[config.mk]
export PLATFORM = sky130hd
export DESIGN_NAME = nec_ir_decoder_flat
export DESIGN_NICKNAME = d
export VERILOG_FILES = /design/src/rtl/nec_ir_decoder_if.sv /design/src/rtl/nec_ir_decoder.sv /design/src/flat_wrapper.sv
export SDC_FILE = /design/constraint.sdc
export NUM_CORES = 1
export LEC_CHECK = 0
export ABC_CLOCK_PERIOD_IN_PS = 4800
export CAP_MARGIN = 5
export CORE_UTILIZATION = 26
export DETAILED_ROUTE_END_ITERATION = 16
export PLACE_DENSITY_LB_ADDON = 0.05
export SYNTH_ARGS = -nofsm -noshare
export SYNTH_HDL_FRONTEND = slang
export SYNTH_SLANG_ARGS = --single-unit
[constraint.sdc]
create_clock -name clk -period 4.8 [get_ports clk]
set_input_delay 0.72 -clock clk [delete_from_list [all_inputs] [get_ports clk]]
set_output_delay 0.72 -clock clk [all_outputs]
set_load 0.02 [all_outputs]
[src/rtl/nec_ir_decoder_if.sv]
// rtl/nec_ir_decoder_if.sv - NEC IR decoder result bundle
interface nec_ir_decoder_if;
    logic [31:0] o_data;
    logic        o_valid;
    logic        o_repeat;
    logic        o_err;
    logic        o_busy;

    modport master (output o_data, output o_valid, output o_repeat, output o_err, output o_busy);
    modport slave  (input  o_data, input  o_valid, input  o_repeat, input  o_err, input  o_busy);
endinterface

[src/rtl/nec_ir_decoder.sv]
// rtl/nec_ir_decoder.sv - NEC infrared frame / repeat-code receiver
// WIN_DIV divides every timing window; 1 gives standard NEC microsecond windows.
module nec_ir_decoder #(
    parameter int CLK_DIV   = 50,
    parameter int CHECK_CMD = 1,
    parameter int EXT_ADDR  = 0,
    parameter int WIN_DIV   = 1
) (
    input  logic clk,
    input  logic rst_n,
    input  logic i_ir_rxb,
    nec_ir_decoder_if.master bus
);

    localparam int DIV_W = (CLK_DIV > 1) ? $clog2(CLK_DIV) : 1;

    localparam logic [15:0] LM_MIN = 16'(8000 / WIN_DIV);
    localparam logic [15:0] LM_MAX = 16'(10000 / WIN_DIV);
    localparam logic [15:0] LS_MIN = 16'(4000 / WIN_DIV);
    localparam logic [15:0] LS_MAX = 16'(5000 / WIN_DIV);
    localparam logic [15:0] RS_MIN = 16'(2000 / WIN_DIV);
    localparam logic [15:0] RS_MAX = 16'(2500 / WIN_DIV);
    localparam logic [15:0] BM_MIN = 16'(400 / WIN_DIV);
    localparam logic [15:0] BM_MAX = 16'(700 / WIN_DIV);
    localparam logic [15:0] S0_MIN = 16'(400 / WIN_DIV);
    localparam logic [15:0] S0_MAX = 16'(700 / WIN_DIV);
    localparam logic [15:0] S1_MIN = 16'(1400 / WIN_DIV);
    localparam logic [15:0] S1_MAX = 16'(1900 / WIN_DIV);

    typedef enum logic [2:0] {
        IDLE,
        LEAD_MARK,
        LEAD_SPACE,
        BIT_MARK,
        BIT_SPACE,
        REP_MARK
    } state_t;

    function automatic logic in_win(input logic [15:0] d, input logic [15:0] lo, input logic [15:0] hi);
        return (d >= lo) && (d <= hi);
    endfunction

    logic [1:0]       sync;
    logic             ir;
    logic [DIV_W-1:0] div_cnt;
    logic             tick;
    logic             lvl;
    logic [15:0]      dur;
    logic             lvl_chg;
    logic             rise;
    logic             fall;
    logic [15:0]      cur_max;
    logic             over;
    logic             chk_ok;

    state_t      state, state_n;
    logic [31:0] sr, sr_n;
    logic [5:0]  bitcnt, bitcnt_n;
    logic        have_frame;
    logic        valid_n, rep_n, err_n, load_n;

    // Idle line is high, so the synchroniser resets to "space".
    always_ff @(posedge clk or negedge rst_n) begin
        if (!rst_n) sync <= 2'b11;
        else        sync <= {sync[0], i_ir_rxb};
    end

    assign ir   = ~sync[1];
    assign tick = (div_cnt == DIV_W'(CLK_DIV - 1));

    always_ff @(posedge clk or negedge rst_n) begin
        if (!rst_n)    div_cnt <= '0;
        else if (tick) div_cnt <= '0;
        else           div_cnt <= div_cnt + 1'b1;
    end

    assign lvl_chg = tick && (ir != lvl);
    assign rise    = lvl_chg && ir;
    assign fall    = lvl_chg && !ir;

    always_ff @(posedge clk or negedge rst_n) begin
        if (!rst_n) begin
            lvl <= 1'b0;
            dur <= '0;
        end else if (tick) begin
            lvl <= ir;
            if (ir != lvl)          dur <= 16'd1;
            else if (dur != 16'hFFFF) dur <= dur + 16'd1;
        end
    end

    always_comb begin
        cur_max = 16'hFFFF;
        case (state)
            LEAD_MARK:          cur_max = LM_MAX;
            LEAD_SPACE:         cur_max = LS_MAX;
            BIT_SPACE:          cur_max = S1_MAX;
            BIT_MARK, REP_MARK: cur_max = BM_MAX;
            default:            cur_max = 16'hFFFF;
        endcase
    end

    // Leaving one tick early (dur == max) means dur would exceed max on this tick.
    assign over   = tick && (dur >= cur_max);
    assign chk_ok = ((CHECK_CMD == 0) || (sr[31:24] == ~sr[23:16])) &&
                    ((EXT_ADDR != 0)  || (sr[15:8]  == ~sr[7:0]));

    always_comb begin
        state_n  = state;
        sr_n     = sr;
        bitcnt_n = bitcnt;
        valid_n  = 1'b0;
        rep_n    = 1'b0;
        err_n    = 1'b0;
        load_n   = 1'b0;
        case (state)
            IDLE: if (rise) state_n = LEAD_MARK;
            LEAD_MARK: begin
                if (fall)      state_n = in_win(dur, LM_MIN, LM_MAX) ? LEAD_SPACE : IDLE;
                else if (over) state_n = IDLE;
            end
            LEAD_SPACE: begin
                if (rise) begin
                    if (in_win(dur, LS_MIN, LS_MAX)) begin
                        state_n  = BIT_MARK;
                        bitcnt_n = '0;
                        sr_n     = '0;
                    end else if (in_win(dur, RS_MIN, RS_MAX)) begin
                        state_n = REP_MARK;
                    end else begin
                        state_n = IDLE;
                        err_n   = 1'b1;
                    end
                end else if (over) begin
                    state_n = IDLE;
                    err_n   = 1'b1;
                end
            end
            BIT_MARK: begin
                if (fall) begin
                    if (!in_win(dur, BM_MIN, BM_MAX)) begin
                        state_n = IDLE;
                        err_n   = 1'b1;
                    end else if (bitcnt == 6'd32) begin
                        state_n = IDLE;
                        load_n  = chk_ok;
                        valid_n = chk_ok;
                        err_n   = !chk_ok;
                    end else begin
                        state_n = BIT_SPACE;
                    end
                end else if (over) begin
                    state_n = IDLE;
                    err_n   = 1'b1;
                end
            end
            BIT_SPACE: begin
                if (rise) begin
                    if (in_win(dur, S0_MIN, S0_MAX) || in_win(dur, S1_MIN, S1_MAX)) begin
                        sr_n     = {in_win(dur, S1_MIN, S1_MAX), sr[31:1]};
                        bitcnt_n = bitcnt + 6'd1;
                        state_n  = BIT_MARK;
                    end else begin
                        state_n = IDLE;
                        err_n   = 1'b1;
                    end
                end else if (over) begin
                    state_n = IDLE;
                    err_n   = 1'b1;
                end
            end
            REP_MARK: begin
                if (fall) begin
                    state_n = IDLE;
                    if (in_win(dur, BM_MIN, BM_MAX) && have_frame) rep_n = 1'b1;
                    else                                           err_n = 1'b1;
                end else if (over) begin
                    state_n = IDLE;
                    err_n   = 1'b1;
                end
            end
            default: state_n = IDLE;
        endcase
    end

    always_ff @(posedge clk or negedge rst_n) begin
        if (!rst_n) begin
            state        <= IDLE;
            sr           <= '0;
            bitcnt       <= '0;
            have_frame   <= 1'b0;
            bus.o_data   <= '0;
            bus.o_valid  <= 1'b0;
            bus.o_repeat <= 1'b0;
            bus.o_err    <= 1'b0;
        end else begin
            state        <= state_n;
            sr           <= sr_n;
            bitcnt       <= bitcnt_n;
            bus.o_valid  <= valid_n;
            bus.o_repeat <= rep_n;
            bus.o_err    <= err_n;
            if (load_n) begin
                bus.o_data <= sr;
                have_frame <= 1'b1;
            end
        end
    end

    assign bus.o_busy = (state != IDLE);

endmodule

[src/flat_wrapper.sv]
// flat-port wrapper written by rule: the top's interface ports become plain ports
module nec_ir_decoder_flat 
#(
    parameter int CLK_DIV   = 50,
    parameter int CHECK_CMD = 1,
    parameter int EXT_ADDR  = 0,
    parameter int WIN_DIV   = 1
)
  (clk, rst_n, i_ir_rxb, bus_o_data, bus_o_valid, bus_o_repeat, bus_o_err, bus_o_busy);
  nec_ir_decoder_if bus_i ();
  input  logic clk;
  input  logic rst_n;
  input  logic i_ir_rxb;
  output wire logic [$bits(bus_i.o_data)-1:0] bus_o_data;
  output wire logic [$bits(bus_i.o_valid)-1:0] bus_o_valid;
  output wire logic [$bits(bus_i.o_repeat)-1:0] bus_o_repeat;
  output wire logic [$bits(bus_i.o_err)-1:0] bus_o_err;
  output wire logic [$bits(bus_i.o_busy)-1:0] bus_o_busy;
  assign bus_o_data = bus_i.o_data;
  assign bus_o_valid = bus_i.o_valid;
  assign bus_o_repeat = bus_i.o_repeat;
  assign bus_o_err = bus_i.o_err;
  assign bus_o_busy = bus_i.o_busy;
  nec_ir_decoder #(.CLK_DIV(CLK_DIV), .CHECK_CMD(CHECK_CMD), .EXT_ADDR(EXT_ADDR), .WIN_DIV(WIN_DIV)) u_core (.clk(clk), .rst_n(rst_n), .i_ir_rxb(i_ir_rxb), .bus(bus_i));
endmodule
## Word-level counts from Yosys, hierarchy flattened

Cells that the tools add are included.

| word-level totals | value |
|---|---|
| bits in registers | 102 |
| input port bits | 3 |
| output and inout bits | 36 |

| cells by class | value |
|---|---|
| add/sub/neg operators | 3 |
| magnitude comparators | 11 |
| eq/ne operators | 16 |
| muxes and demuxes | 47 |
| bitwise operators | 3 |
| reductions and logical operators | 20 |

Operators with widths:

| cell | count |
|---|---|
| $mux 32 | 4 |
| $pmux 16 s4 | 1 |
| $pmux 32 s2 | 1 |
| $mux 3 | 11 |
| $ge 16x11->1 const B | 2 |
| $mux 16 | 2 |
| $mux 6 | 5 |
| $mux 1 | 18 |
| $pmux 3 s6 | 1 |
| $add 16x1->16 const B | 1 |
| $eq 8x8->1 | 2 |
| $ge 16x12->1 const B | 1 |
| $ge 16x13->1 const B | 1 |
| $ge 16x16->1 | 1 |
| $ge 16x9->1 const B | 1 |
| $le 16x10->1 const B | 1 |
| $le 16x11->1 const B | 1 |
| $le 16x12->1 const B | 1 |
| $le 16x13->1 const B | 1 |
| $le 16x14->1 const B | 1 |
| $ne 16x16->1 const B | 1 |
| $not 8->8 | 2 |
| $add 6x1->6 const B | 2 |
| $eq 6x6->1 const B | 2 |
| other kinds (18) | 36 |

## Logic depth before layout (Yosys ltp)

| depth | value |
|---|---|
| word-level depth | 8 |
| gate-level depth with buffers | 11 |

## Worst setup path after synthesis

No wires, ideal clock.

| timing | value |
|---|---|
| path type | reg-to-reg |
| from | register u_core.state[1] |
| to | register u_core.bus.o_err |
| setup time | 0.101 ns |
| arrival | 2.577 ns |
| required time | 4.699 ns |
| setup slack | 2.122 ns |
| cell stages (with the launch flop) | 11 |
| path buffers | 1 |
| period minus slack after synthesis | 2.678 ns |
| path through | dfrtp_1 -> clkbuf_1 -> nor3_1 -> nor2_1 -> ha_1 -> nand4_1 -> or2_2 -> a41oi_1 -> o21ai_0 -> or2_2 -> o32ai_1 |

| between the ends | value |
|---|---|
| cells in the longest elaborated chain, start to end | 8 |
| elaborated cells between the ends (all ways) | 15 |
| those cells by class | order compare (1); eq/ne (5); mux (7); reduce/logical (2) |

Ends and longest elaborated chain:

| what | line | RTL |
|---|---|---|
| start: declaration | nec_ir_decoder.sv:56 | `state_t state, state_n;` |
| start signal: assignment | nec_ir_decoder.sv:197 | `state <= state_n;` |
| $eq 3x2->1 or $eq 3x3->1 (tied branches) | nec_ir_decoder.sv:94, nec_ir_decoder.sv:116 |  |
| $reduce_or 2->1 | nec_ir_decoder.sv:94 | `case (state)` |
| $pmux 16 s4 | nec_ir_decoder.sv:94 |  |
| $ge 16x16->1 | nec_ir_decoder.sv:104 | `assign over = tick && (dur >= cur_max);` |
| $logic_and 1x1->1 | nec_ir_decoder.sv:104 |  |
| $mux 1 | n/a |  |
| $mux 1 (on tied branches) | n/a |  |
| $pmux 1 s4 (*) | nec_ir_decoder.sv:116 | `case (state)` |
| named net u_core.err_n | nec_ir_decoder.sv:60 | `logic valid_n, rep_n, err_n, load_n;` |
| end signal: assignment | nec_ir_decoder.sv:202 | `bus.o_err <= err_n;` |
| end: declaration | nec_ir_decoder_if.sv:9 | `modport master (output o_data, output o_valid, output o_repeat, output o_err, output o_busy);` |

Mark *: on every way through the listed nets, which the timed path passes. The rest lies on a longest branch.
A chain may end at the register's enable or synchronous reset.

## Worst setup path in the final report

| timing | value |
|---|---|
| from | register u_core.dur[7] |
| to | register u_core.sr[28] |

| between the ends | value |
|---|---|
| cells in the longest elaborated chain, start to end | 5 |
| elaborated cells between the ends (all ways) | 13 |
| those cells by class | order compare (6); eq/ne (2); reduce/logical (5) |

Ends and longest elaborated chain:

| what | line | RTL |
|---|---|---|
| start: declaration | nec_ir_decoder.sv:48 | `logic [15:0] dur;` |
| start signal: assignment | nec_ir_decoder.sv:88 | `else if (dur != 16'hFFFF) dur <= dur + 16'd1;` |
| $ge 16x9->1, or another cell as far along | nec_ir_decoder.sv:40 | `return (d >= lo) && (d <= hi);` |
| $logic_and 1x1->1 | nec_ir_decoder.sv:40 |  |
| $logic_or 1x1->1 | nec_ir_decoder.sv:159 | `if (in_win(dur, S0_MIN, S0_MAX) \|\| in_win(dur, S1_MIN, S1_MAX)) begin` |
| $ne 2x1->1 (no source line) | n/a |  |
| $reduce_and 5->1 (no source line) (*) | n/a |  |
| end signal: assignment | nec_ir_decoder.sv:198 | `sr <= sr_n;` |
| end: declaration | nec_ir_decoder.sv:57 | `logic [31:0] sr, sr_n;` |

Mark *: on every way between the ends. The rest lies on a longest branch, timed or not.

==> reports/summary.md <==
The tools report the wire length of the first global-routing pass as 24900 um. In this run the static leakage power is 0.00283 uW. The final critical-path required period was 3220 ps; the post-synthesis to final-layout area growth was 15.8%. Data on the critical path is required at its endpoint by 5050 ps. TritonCTS built the clock tree. The share of final-layout standard cells stronger than drive strength 1 came out at 0.111.

The share of power burned in combinational logic came out at 0.017. The tools report the final setup slack of the worst path as 1580 ps. For the top achievable clock speed, the log shows 311 MHz.

The number of antenna violations at the first check in global routing was 0. Buffers placed on the I/O ports in this run total 38. At the placement stage, the worst setup path has a slack of 1560 ps. The tools report the type of element launching the critical path as a flop. The tools report the total global routing track utilization as 0.144. For this block, the initial DRC count from the detailed router was 342.

For the worst-skew pair, the clock arrives at the later sink with an insertion delay of 360 ps. Across the VDD grid, the largest voltage drop is 0.000141 V. The logs give 0.267 for the initial standard-cell utilization of the core and 21200 um2 for the core area.

During I/O placement, the number of pins put on the boundary was 39. In this run the worst hold path is classified as flop to flop. The tools report the count of nets left with antenna violations after detail routing as 0. The leftover overflow at the end of global routing was 0; the number of buffers added for setup after CTS was 0. STA classifies the critical path endpoint as a flop.

The top fanout value on the critical path came out at 37. The signal arrival time at the worst endpoint was 3460 ps. Sorting the synthesized cells by how often they occur yields 100 x dfrtp_1, 44 x nor2_1, 44 x o21ai_0, 42 x inv_1, 35 x o31ai_1. The relative slew slack is 0.321, and the global placer's final weighted congestion is 0.855. TritonCTS created 9 clock buffers. The number of endpoints with negative hold slack in the final report was 0. The number of nets in the synthesized netlist is 602. For this run, the leading register cell type out of synthesis is dfrtp_1. The floorplan die width works out to 150 um.

Number of max-slew violations in the final report: 0. The tools report the via count of the first global-routing pass as 4350. Walking the worst path, the cells encountered are nand4b_1 -> a2bb2oi_1 -> a21oi_1 -> o211ai_2 -> buf_4 -> nand2b_1 -> buf_4 -> o31ai_1. The run finished with clean final reports. The share of synthesized registers carrying an async set or reset is 1.00, and the setup violation total in the final timing report is 0.

The internal portion of the total power is 1280 uW. Synthesis produced 578 cells. The synthesized design contains 0 enable-type register cells.

The total of cells resized after clock tree synthesis is 0, and the mean cell area of the mapped netlist is 9.80 um2. Yosys printed 0 warnings. The mapped netlist covers 5670 um2.

Summing over every cut layer, the via total after detailed routing is 4357. The library cell contributing the largest single delay on the critical path is dfrtp_1. Dividing the detail-routed wire length by the instance count gives 17.3 um. The critical path is of the flop to flop type. The DRC violation count after routing came out at 0. The area fraction of the dominant cell type after synthesis works out to 0.442. At the pin with the least slew margin, the transition time is 1020 ps.

The number of different library cells in the post-synthesis netlist was 67; the y dimension of the die was 150 um. The wire length reported by the detailed router is 15200 um. Across all hold checks on the routed design, the worst slack comes to 367 ps. The tools report the count of max-cap constraint violations as 0. The initialized floorplan defines 53 standard-cell rows. The clock root buffer is clkbuf_16.

The run gives 15.0 ps as the worst-case clock skew. The maximum level of the CTS H-tree was 3. For the net count of the finished layout, the log shows 620.

The register bit total from synthesis was 102; the fraction of the cycle the final worst path needs was 0.671. For the register area share after synthesis, the log shows 0.451. Power spread over the standard cell area amounts to 255 nW/um2.

The length of the first detailed-routing pass in iterations was 5; the via-per-instance ratio was 4.97. Cell seen most often among critical-path stages: buf_4. The number of antenna diodes in the final layout is 0. The logs give 0.309 for the utilization after layout and 0 for the hold buffer count at CTS. The die covers 22400 um2. Dominant cell type by area after synthesis: dfrtp_1. Setup repair after global routing left no endpoint under its margin.

Entering global routing, the biggest net connects 74 pins. In this run the deepest clock path goes through 2 buffers. The number of sinks driven by the clock tree is 102, and the clock slew seen by the registers of the worst setup and hold paths is 70 ps. For this run, the slowest stage of the critical path takes 790 ps. In this run the power spent charging and discharging nets is 389 uW.

The part of the total power dissipated in sequential elements was 0.515. For the final routed database, the setup TNS stands at 0 ps. By area the synthesized netlist is led by dfrtp_1 44%, mux2_2 6.4%, ha_1 4.6%, o31ai_1 4.6%, xor2_1 4.0%. The total half-perimeter wirelength after legalization and detailed placement came out at 10400 um.

Dominant cell by count in the synthesized netlist: dfrtp_1. For the clock network power share, the log shows 0.468. The fraction of power spent switching nets is 0.233.
==> registers in the layout (all words and copies together), names as in the netlist, 2 cells and up <==
name / flops
u_core.bus.o_data: 32
u_core.sr: 32
u_core.dur: 16
u_core.bitcnt: 6
u_core.div_cnt: 6
u_core.state: 3
u_core.sync: 2
==> power by group through the flow <==
stage               registers [uW]  clock network [uW]  logic (uW)
finish                         861                 782        27.8
global route                   862                 854        32.8
CTS                            861                 819        30.2
detailed placement             879                   0        30.3
global placement               879                   0        30.1
floorplan                      878                   0        6.50
==> layer usage <==
layer	part of all wire	vias up	track usage
li1	-	2115	-
met1	0.48	2134	0.196
met2	0.47	98	0.228
met3	0.043	10	0.0341
met4	0.012	0	0.0383
met5	0	-	0
==> cells in the final DEF (no fill, tap or decap), types with 16 or more instances in the layout <==
master	count
nand3_1	16
nand2_1	33
dfrtp_1	100
mux2_2	32
xor2_1	26
nor2_1	44
ha_1	21
inv_1	42
o31ai_1	35
a21oi_1	19
o21ai_0	44
clkdlybuf4s50_1	37
==> cells by family (layout without fill, tap and decap cells) <==
family / after synthesis / in the layout / share of synthesized area
and+or+nand+nor: 164 / 164 / 0.151
muxes: 33 / 33 / 0.0656
adders and majority gates: 21 / 21 / 0.0464
buffers and inverters: 79 / 102 / 0.0616
DFF: 102 / 102 / 0.451
AOI/OAI and AO/OA: 144 / 144 / 0.171
xor gates and xnor gates: 35 / 35 / 0.0541
==> path summary, 6_finish.rpt <==
check / slack [ps] / depth (start not counted) / start / endpoint
min: 370 / 0 / u_core.sync[0]$_DFF_PN1_ / u_core.sync[1]$_DFF_PN1_
max: 1580 / 8 / u_core.dur[7]$_DFFE_PN0P_ / u_core.sr[28]$_DFFE_PN0P_
min in group asynchronous: 530 / 1 / rst_n / u_core.dur[8]$_DFFE_PN0P_
max reg2reg: 1580 / 8 / u_core.dur[7]$_DFFE_PN0P_ / u_core.sr[28]$_DFFE_PN0P_
max in group asynchronous: 3290 / 2 / rst_n / u_core.bus.o_data[23]$_DFFE_PN0P_
min reg2reg: 370 / 0 / u_core.sync[0]$_DFF_PN1_ / u_core.sync[1]$_DFF_PN1_
==> per-stage QoR <==
step	power [uW]	cells	instance area [um2]
floorplan	885	578	5670
global placement	909	860	6240
detailed placement	909	860	6240
CTS	1710	876	6560
global route	1750	876	6560
finish	1670	876	6560
==> critical path, delay by kind of cell (launching register included) <==
| family | cells | cell delay, ps |
|---|---|---|
| AOI/OAI and AO/OA | 4 | 910 |
| DFF | 1 | 790 |
| and+or+nand+nor | 2 | 750 |
| buffers and inverters | 2 | 660 |
==> area by class of cell <==
class | instances | area, um2
Fill cell | 2210 | 14700
Timing Repair Buffer | 44 | 423
Inverter | 42 | 158
Clock inverter | 7 | 92.6
Sequential cell | 102 | 2550
Tap cell | 275 | 344
Multi-Input combinational cell | 397 | 2760
Clock buffer | 9 | 225
(Power assumes the default switching activity.)
